File: src/rtl/alu_issue_stage.sv
`default_nettype none
// ============================================================================
// alu_issue_stage : serialised issue/writeback stage around an external 8-bit ALU
// Rev 1.0
// ============================================================================
module alu_issue_stage #(
  parameter int         NREGS  = 4,
  parameter logic [2:0] CMP_OP = 3'b111
) (
  input  logic       clk,
  input  logic       rst_n,
  input  logic       in_valid,
  output logic       in_ready,
  input  logic [2:0] in_opcode,
  input  logic [1:0] in_dst,
  input  logic [1:0] in_src_a,
  input  logic [1:0] in_src_b,
  input  logic       in_use_imm,
  input  logic [7:0] in_imm,
  output logic [7:0] alu_a,
  output logic [7:0] alu_b,
  output logic [2:0] alu_opcode,
  input  logic [7:0] alu_result,
  input  logic       alu_zero,
  input  logic       alu_carry,
  input  logic       alu_overflow,
  output logic       wb_valid,
  input  logic       wb_ready,
  output logic [1:0] wb_dst,
  output logic [7:0] wb_data,
  output logic [2:0] flags
);

  typedef enum logic [1:0] {
    IDLE = 2'd0,
    EXEC = 2'd1,
    WB   = 2'd2
  } state_e;

  state_e                  state_q, state_d;
  logic [NREGS-1:1][7:0]   rf_q;
  logic [7:0]              alu_a_q, alu_b_q;
  logic [2:0]              op_q;
  logic [1:0]              dst_q;
  logic [1:0]              wb_dst_q;
  logic [7:0]              wb_data_q;
  logic [2:0]              flags_q;

  logic [7:0]              rd_a, rd_b;
  logic                    accept;
  logic                    is_cmp;
  logic                    do_write;

  // R0 has no storage; any index without a matching entry reads as zero.
  always_comb begin
    rd_a = '0;
    rd_b = '0;
    for (int i = 1; i < NREGS; i++) begin
      if (in_src_a == 2'(i)) rd_a = rf_q[i];
      if (in_src_b == 2'(i)) rd_b = rf_q[i];
    end
  end

  assign accept   = (state_q == IDLE) && in_valid;
  assign is_cmp   = (op_q == CMP_OP);
  assign do_write = (state_q == EXEC) && !is_cmp;

  always_comb begin
    state_d = state_q;
    case (state_q)
      IDLE:    if (in_valid) state_d = EXEC;
      EXEC:    state_d = is_cmp ? IDLE : WB;
      WB:      if (wb_ready) state_d = IDLE;
      default: state_d = IDLE;
    endcase
  end

  always_ff @(posedge clk or negedge rst_n) begin
    if (!rst_n) begin
      state_q   <= IDLE;
      rf_q      <= '0;
      alu_a_q   <= '0;
      alu_b_q   <= '0;
      op_q      <= '0;
      dst_q     <= '0;
      wb_dst_q  <= '0;
      wb_data_q <= '0;
      flags_q   <= '0;
    end else begin
      state_q <= state_d;
      if (accept) begin
        alu_a_q <= rd_a;
        alu_b_q <= in_use_imm ? in_imm : rd_b;
        op_q    <= in_opcode;
        dst_q   <= in_dst;
      end
      if (state_q == EXEC) begin
        flags_q <= {alu_overflow, alu_carry, alu_zero};
      end
      // The register file is written on the same edge that raises wb_valid,
      // so the next accepted instruction always sees the new value.
      if (do_write) begin
        wb_data_q <= alu_result;
        wb_dst_q  <= dst_q;
        for (int i = 1; i < NREGS; i++) begin
          if (dst_q == 2'(i)) rf_q[i] <= alu_result;
        end
      end
    end
  end

  assign in_ready   = (state_q == IDLE);
  assign wb_valid   = (state_q == WB);
  assign alu_a      = alu_a_q;
  assign alu_b      = alu_b_q;
  assign alu_opcode = op_q;
  assign wb_dst     = wb_dst_q;
  assign wb_data    = wb_data_q;
  assign flags      = flags_q;

endmodule
`default_nettype wire

File: config.mk
export PLATFORM = sky130hd
export DESIGN_NAME = alu_issue_stage
export DESIGN_NICKNAME = d
export VERILOG_FILES = /design/src/rtl/alu_issue_stage.sv
export SDC_FILE = /design/constraint.sdc
export NUM_CORES = 1
export LEC_CHECK = 0
export ABC_CLOCK_PERIOD_IN_PS = 3000
export CAP_MARGIN = 20
export CORE_UTILIZATION = 53
export CTS_CLUSTER_DIAMETER = 60
export DETAILED_ROUTE_END_ITERATION = 10
export PLACE_DENSITY = 0.92
export SLEW_MARGIN = 15
export SYNTH_ARGS = -nofsm -noshare
export SYNTH_HDL_FRONTEND = slang
export SYNTH_SLANG_ARGS = --single-unit
File: constraint.sdc
create_clock -name clk -period 3 [get_ports clk]
set_clock_uncertainty 0.15 [all_clocks]
set_input_delay 0.75 -clock clk [delete_from_list [all_inputs] [get_ports clk]]
set_output_delay 0.75 -clock clk [all_outputs]
set_load 0.1 [all_outputs]
==> flow_summary.toml, run 1 <==
[place]
dp_cells = 324
dp_hpwl_um = 4370
numPortBuffers = 66
gp_congestion = 0.846
preCtsSetupSlack_ns = 0.349

[setup_path]
crit_path_start = "in_src_a[0]"
worstPathRequired_ns = 3.10
path_buf_inv = 1
crit_family = "buffers and inverters"
slowest_delay_ns = 0.73
r2r_start = "state_q[1]"
crit_chain = "clkdlybuf4s50_1 > nor2b_1 > a22oi_1 > o21ai_1"
worstPathMaxFanout = 9
reg2reg_depth = 3
crit_arrival_ns = 2.49
end_kind = "register"
cp-start-kind = "input port"
r2r_end = "rf_q[20]"
critical_path_class = "in -> reg"
reg2reg_setup_slack_ns = 1.12
worst_path_max_delay_cell = "clkdlybuf4s50_1"

[clocking]
post_cts_buffers = 0
cts_max_path_buffers = 2
cts-buffers-inserted = 9
clk_pin_slew_worst_paths_ns = 0.06
cts_root_buffer = "clkbuf_8"
tritoncts = "built"
ctsResizeCount = 0
hold_buffers = 0
insertion_delay_ns = 0.33
htree_levels = 3
cts_sinks = 60

[floorplanning]
die_w_um = 74.2
dieArea_um2 = 5500
core_area_um2 = 4880
rows = 25
start_util_pct = 56.6
die_h_um = 74.2
io_pins = 67

[timing]
worst_slack_ns = 0.611
finalHoldViolCount = 0
setup_viol = 0
rsz0062_at_grt = "false"
fin_crit_sh_pct = 79.6
max_slew.worst_pin.slew_ns = 0.630
relSlewSlack_pct = 57.9
fmax_mhz = 419
whs_ns = 0.227
period_needed_ns = 2.39
setup_tns_ns = 0
maxSlewViolCount = 0

[synthesis]
ys_seq_elements = 60
synthFlopType = "dfrtp_1"
ys_seq_area_share_pct = 54.4
synthCells = 202
yosysUniqueCellTypes = 27
syn_area_um2 = 2760
yosys_warnings = 0
syn_nets = 235
syn_area_per_cell_um2 = 13.7
synth_edf_count = 0
ys_async_sr_fraction_pct = 100

[global_route]
grt_pass1_vias = 2031
grt_use_total_pct = 25.9
antenna_found_initial = 0
grt_max_degree = 33
grt_remaining_overflow = 0
grt_pass1_wl_um = 10300

[detailed_routing]
ant_nets = 0
first_iter_violations = 214
dr.pass1.iters = 4
wl_per_cell_um = 18.7
via_per_inst = 5.81
drt_wl_total_um = 6310
drc = 0
vias = 1963

[cells_and_area]
layout_common_cells = "dfrtp_1 (60), mux2_2 (43), buf_4 (37), clkdlybuf4s50_1 (31), nand2_1 (16)"
final-seq-area_um2 = 1500
layout-area-overhead-vs-synth_pct = 27.7
fin_nets = 301
multi_input_area_um2 = 1160
layout_commonest_cell = "dfrtp_1"
layout.cells.non_filler = 338
antenna_cells = 0
fillers = 343
layout-drive-gt1-share_pct = 42.1

[status]
outcome = "complete, no violations"

[hold_path]
hold_path.class = "in -> async"

[run]
cap_violations = 0
[area by class of cell]
cell class | count | share of cell area [%]
Tap cell | 67 | 2.38
Multi-Input combinational cell | 126 | 33.0
Timing Repair Buffer | 69 | 16.8
Inverter | 2 | 0.213
Clock buffer | 12 | 4.69
Clock inverter | 2 | 0.284
Sequential cell | 60 | 42.6
[metrics by stage]
stage	area, µm²	util [%]
2_1_floorplan	2760	-
3_3_place_gp	3350	68.6
3_5_place_dp	3350	68.6
4_1_cts	3520	72.2
5_1_grt	3520	72.2
6_report	3520	72.2
[synth_stat cells, types with 3 or more instances]
cell type,number,area share (%)
nand2_1,16,2.2
clkbuf_1,3,0.41
a221oi_1,8,2.5
buf_2,4,0.73
buf_4,3,0.82
mux2_2,43,18
dfrtp_1,60,54
o21ai_1,8,1.5
o31ai_1,8,2.2
mux2_4,13,7.1
nor2b_1,10,2.3
a22oi_1,8,2.2
[registers in the layout, indices dropped and copies added, names as in the netlist]
name	flops
rf_q	24
alu_a	8
alu_b	8
wb_data	8
alu_opcode	3
flags	3
dst_q	2
state_q	2
wb_dst	2
[how the worst max path moves through the flow]
| stage | to | slack [ns] | cells past startpoint |
|---|---|---|---|
| finish | alu_a[1] | 0.61 | 4 |
| CTS | alu_b[4] | 0.66 | 4 |
| detailed placement | alu_b[4] | 0.35 | 4 |
| global placement | alu_b[3] | 0.44 | 4 |
| global route | alu_b[3] | 0.53 | 4 |
| floorplan | in_ready | 0.45 | 1 |
[metal layers]
| metal | up-vias | global-route usage (%) | part of all wire, % |
|---|---|---|---|
| li1 | 872 | - | - |
| met1 | 959 | 33.7 | 42 |
| met2 | 112 | 39.6 | 48 |
| met3 | 20 | 6.10 | 7.4 |
| met4 | 0 | 15.8 | 3.0 |
| met5 | - | 0 | 0 |
[cell families (layout without fill, tap and decap cells)]
kind of cell	count (synthesis)	in the layout	synth area share, %
compound gates	33	33	8.52
buf+inv	16	85	3.49
flops	60	60	54.4
mux	58	58	25.4
simple gates	35	35	8.16
Power of run 1 is not shown: default switching activity piles up to over one toggle a cycle in this logic, so the estimate is an artifact.
==> inputs of run 2 (changes only) <==
--- a/config.mk
+++ b/config.mk
@@ -5,12 +5,12 @@
 export SDC_FILE = /design/constraint.sdc
 export NUM_CORES = 1
 export LEC_CHECK = 0
-export ABC_CLOCK_PERIOD_IN_PS = 3000
+export ABC_CLOCK_PERIOD_IN_PS = 2500
 export CAP_MARGIN = 20
-export CORE_UTILIZATION = 53
+export CORE_UTILIZATION = 49
 export CTS_CLUSTER_DIAMETER = 60
 export DETAILED_ROUTE_END_ITERATION = 10
-export PLACE_DENSITY = 0.92
+export PLACE_DENSITY = 0.86
 export SLEW_MARGIN = 15
 export SYNTH_ARGS = -nofsm -noshare
 export SYNTH_HDL_FRONTEND = slang
==> constraint.sdc (replaced) <==
create_clock -name clk -period 2.5 [get_ports clk]
set_clock_uncertainty 0.15 [all_clocks]
set_input_delay 0.625 -clock clk [delete_from_list [all_inputs] [get_ports clk]]
set_output_delay 0.625 -clock clk [all_outputs]
set_load 0.1 [all_outputs]
==> flow_summary.toml, run 2 (synthesis gave the netlist of run 1 again) <==
[status]
outcome = "complete, no violations"

[timing]
fmax_mhz = 463
fin_crit_sh_pct = 86.4
rsz0062_at_grt = "false"
finalHoldViolCount = 0
relSlewSlack_pct = 60.8
period_needed_ns = 2.16
maxSlewViolCount = 0
max_slew.worst_pin.slew_ns = 0.588
setup_viol = 0

[setup_path]
critical_path_class = "in -> reg"
worstPathRequired_ns = 2.56
crit_family = "buffers and inverters"
crit_chain = "clkdlybuf4s50_1 > mux2_2 > a221oi_1 > o31ai_1"
cp-start-kind = "input port"
end_kind = "register"
path_buf_inv = 1
worstPathMaxFanout = 9
crit_arrival_ns = 2.22
slowest_delay_ns = 0.71
worst_path_max_delay_cell = "clkdlybuf4s50_1"

[global_route]
antenna_found_initial = 0
grt_max_degree = 36
grt_pass1_wl_um = 9690
grt_remaining_overflow = 0
grt_pass1_vias = 1932
grt_use_total_pct = 21.7

[cells_and_area]
antenna_cells = 0
regMostFlops = "rf_q"
fillers = 384
layout_common_cells = "dfrtp_1 (60), mux2_2 (43), buf_4 (39), clkdlybuf4s50_1 (31), nand2_1 (16)"
layout-drive-gt1-share_pct = 43.3
layout-area-overhead-vs-synth_pct = 31.2
layout_commonest_cell = "dfrtp_1"
fin_nets = 305
finalInstanceArea_um2 = 3620
largest_reg_flops = 24

[clocking]
post_cts_buffers = 0
cts_root_buffer = "clkbuf_8"
clk_pin_slew_worst_paths_ns = 0.07
insertion_delay_ns = 0.34
cts_max_path_buffers = 2
cts_sinks = 60
tritoncts = "built"
cts-buffers-inserted = 9
ctsResizeCount = 0
hold_buffers = 0
htree_levels = 3

[detailed_routing]
dr.pass1.iters = 5
first_iter_violations = 141
via_per_inst = 5.37
vias = 1862
ant_nets = 0
drt_wl_total_um = 5770
wl_per_cell_um = 16.6
drc = 0

[hold_path]
hold_path.class = "in -> async"

[place]
numPortBuffers = 66
gp_congestion = 0.826
place_area_um2 = 3410
dp_hpwl_um = 4190

[floorplanning]
die_w_um = 77.1
io_pins = 67
die_h_um = 77.1
rows = 26
dieArea_um2 = 5940
start_util_pct = 52.4
core_area_um2 = 5270

[run]
cap_violations = 0
[run 2: cell types whose count changed in the layout (fill, tap and decap cells not counted), sizes merged]
cell,delta
buf,+4
clkbuf,-3
bufinv,+2
clkinv,+2
clkinvlp,+1
[run 2: area by class of cell]
type | instances | area [µm²] | area share (%)
clock buffers | 9 | 124 | 3.42
clock inverters | 7 | 91.3 | 2.52
inverters | 2 | 7.51 | 0.207
multi-input cells | 126 | 1160 | 32.1
flip-flops and latches | 60 | 1500 | 41.5
well taps | 70 | 87.6 | 2.42
repair buffers | 73 | 648 | 17.9
[run 2: path summary, 6_finish.rpt]
path | start | endpoint | slack, ns | cells past startpoint
worst max register to register | state_q[0] | rf_q[19] | 0.67 | 3
worst max-delay path | in_src_b[0] | alu_b[7] | 0.34 | 4
min in group clk | alu_b[3] | alu_b[3] | 0.33 | 2
worst min register to register | alu_b[3] | alu_b[3] | 0.33 | 2
max in group asynchronous | rst_n | alu_a[4] | 1.49 | 2
worst min-delay path | rst_n | flags[1] | 0.13 | 1
[run 2: through the flow]
stage / util (%) / hold WS, ns / TNS, ns / instances / setup WS, ns
6_report: 68.7 / 0.128 / 0 / 347 / 0.341
5_1_grt: 68.7 / 0.185 / 0 / 347 / 0.264
4_1_cts: 68.7 / 0.147 / 0 / 347 / 0.337
3_5_place_dp: 64.6 / 0.320 / -0.0355 / 331 / -0.0355
3_3_place_gp: 64.6 / 0.311 / 0 / 331 / 0.0946
2_1_floorplan: - / 0.179 / 0 / 202 / 0.0750
[run 2: worst register-to-register path, cell delays in order, from the launching register on]
cell     delay, ns
dfrtp_1       0.38
nor2b_2       0.44
and4_4        0.42
mux2_4        0.32
[run 2: per-layer routing]
layer  up-vias  routed length, µm  part of all wire [%]  global-route usage, %
li1        880                  -                     -                      -
met1       913               2690                    47                   29.0
met2        59               2720                    47                   33.6
met3        10                232                   4.0                   4.17
met4         0                124                   2.2                   11.3
met5         -                  0                     0                      0
Power of run 2 is left out for the same reason.
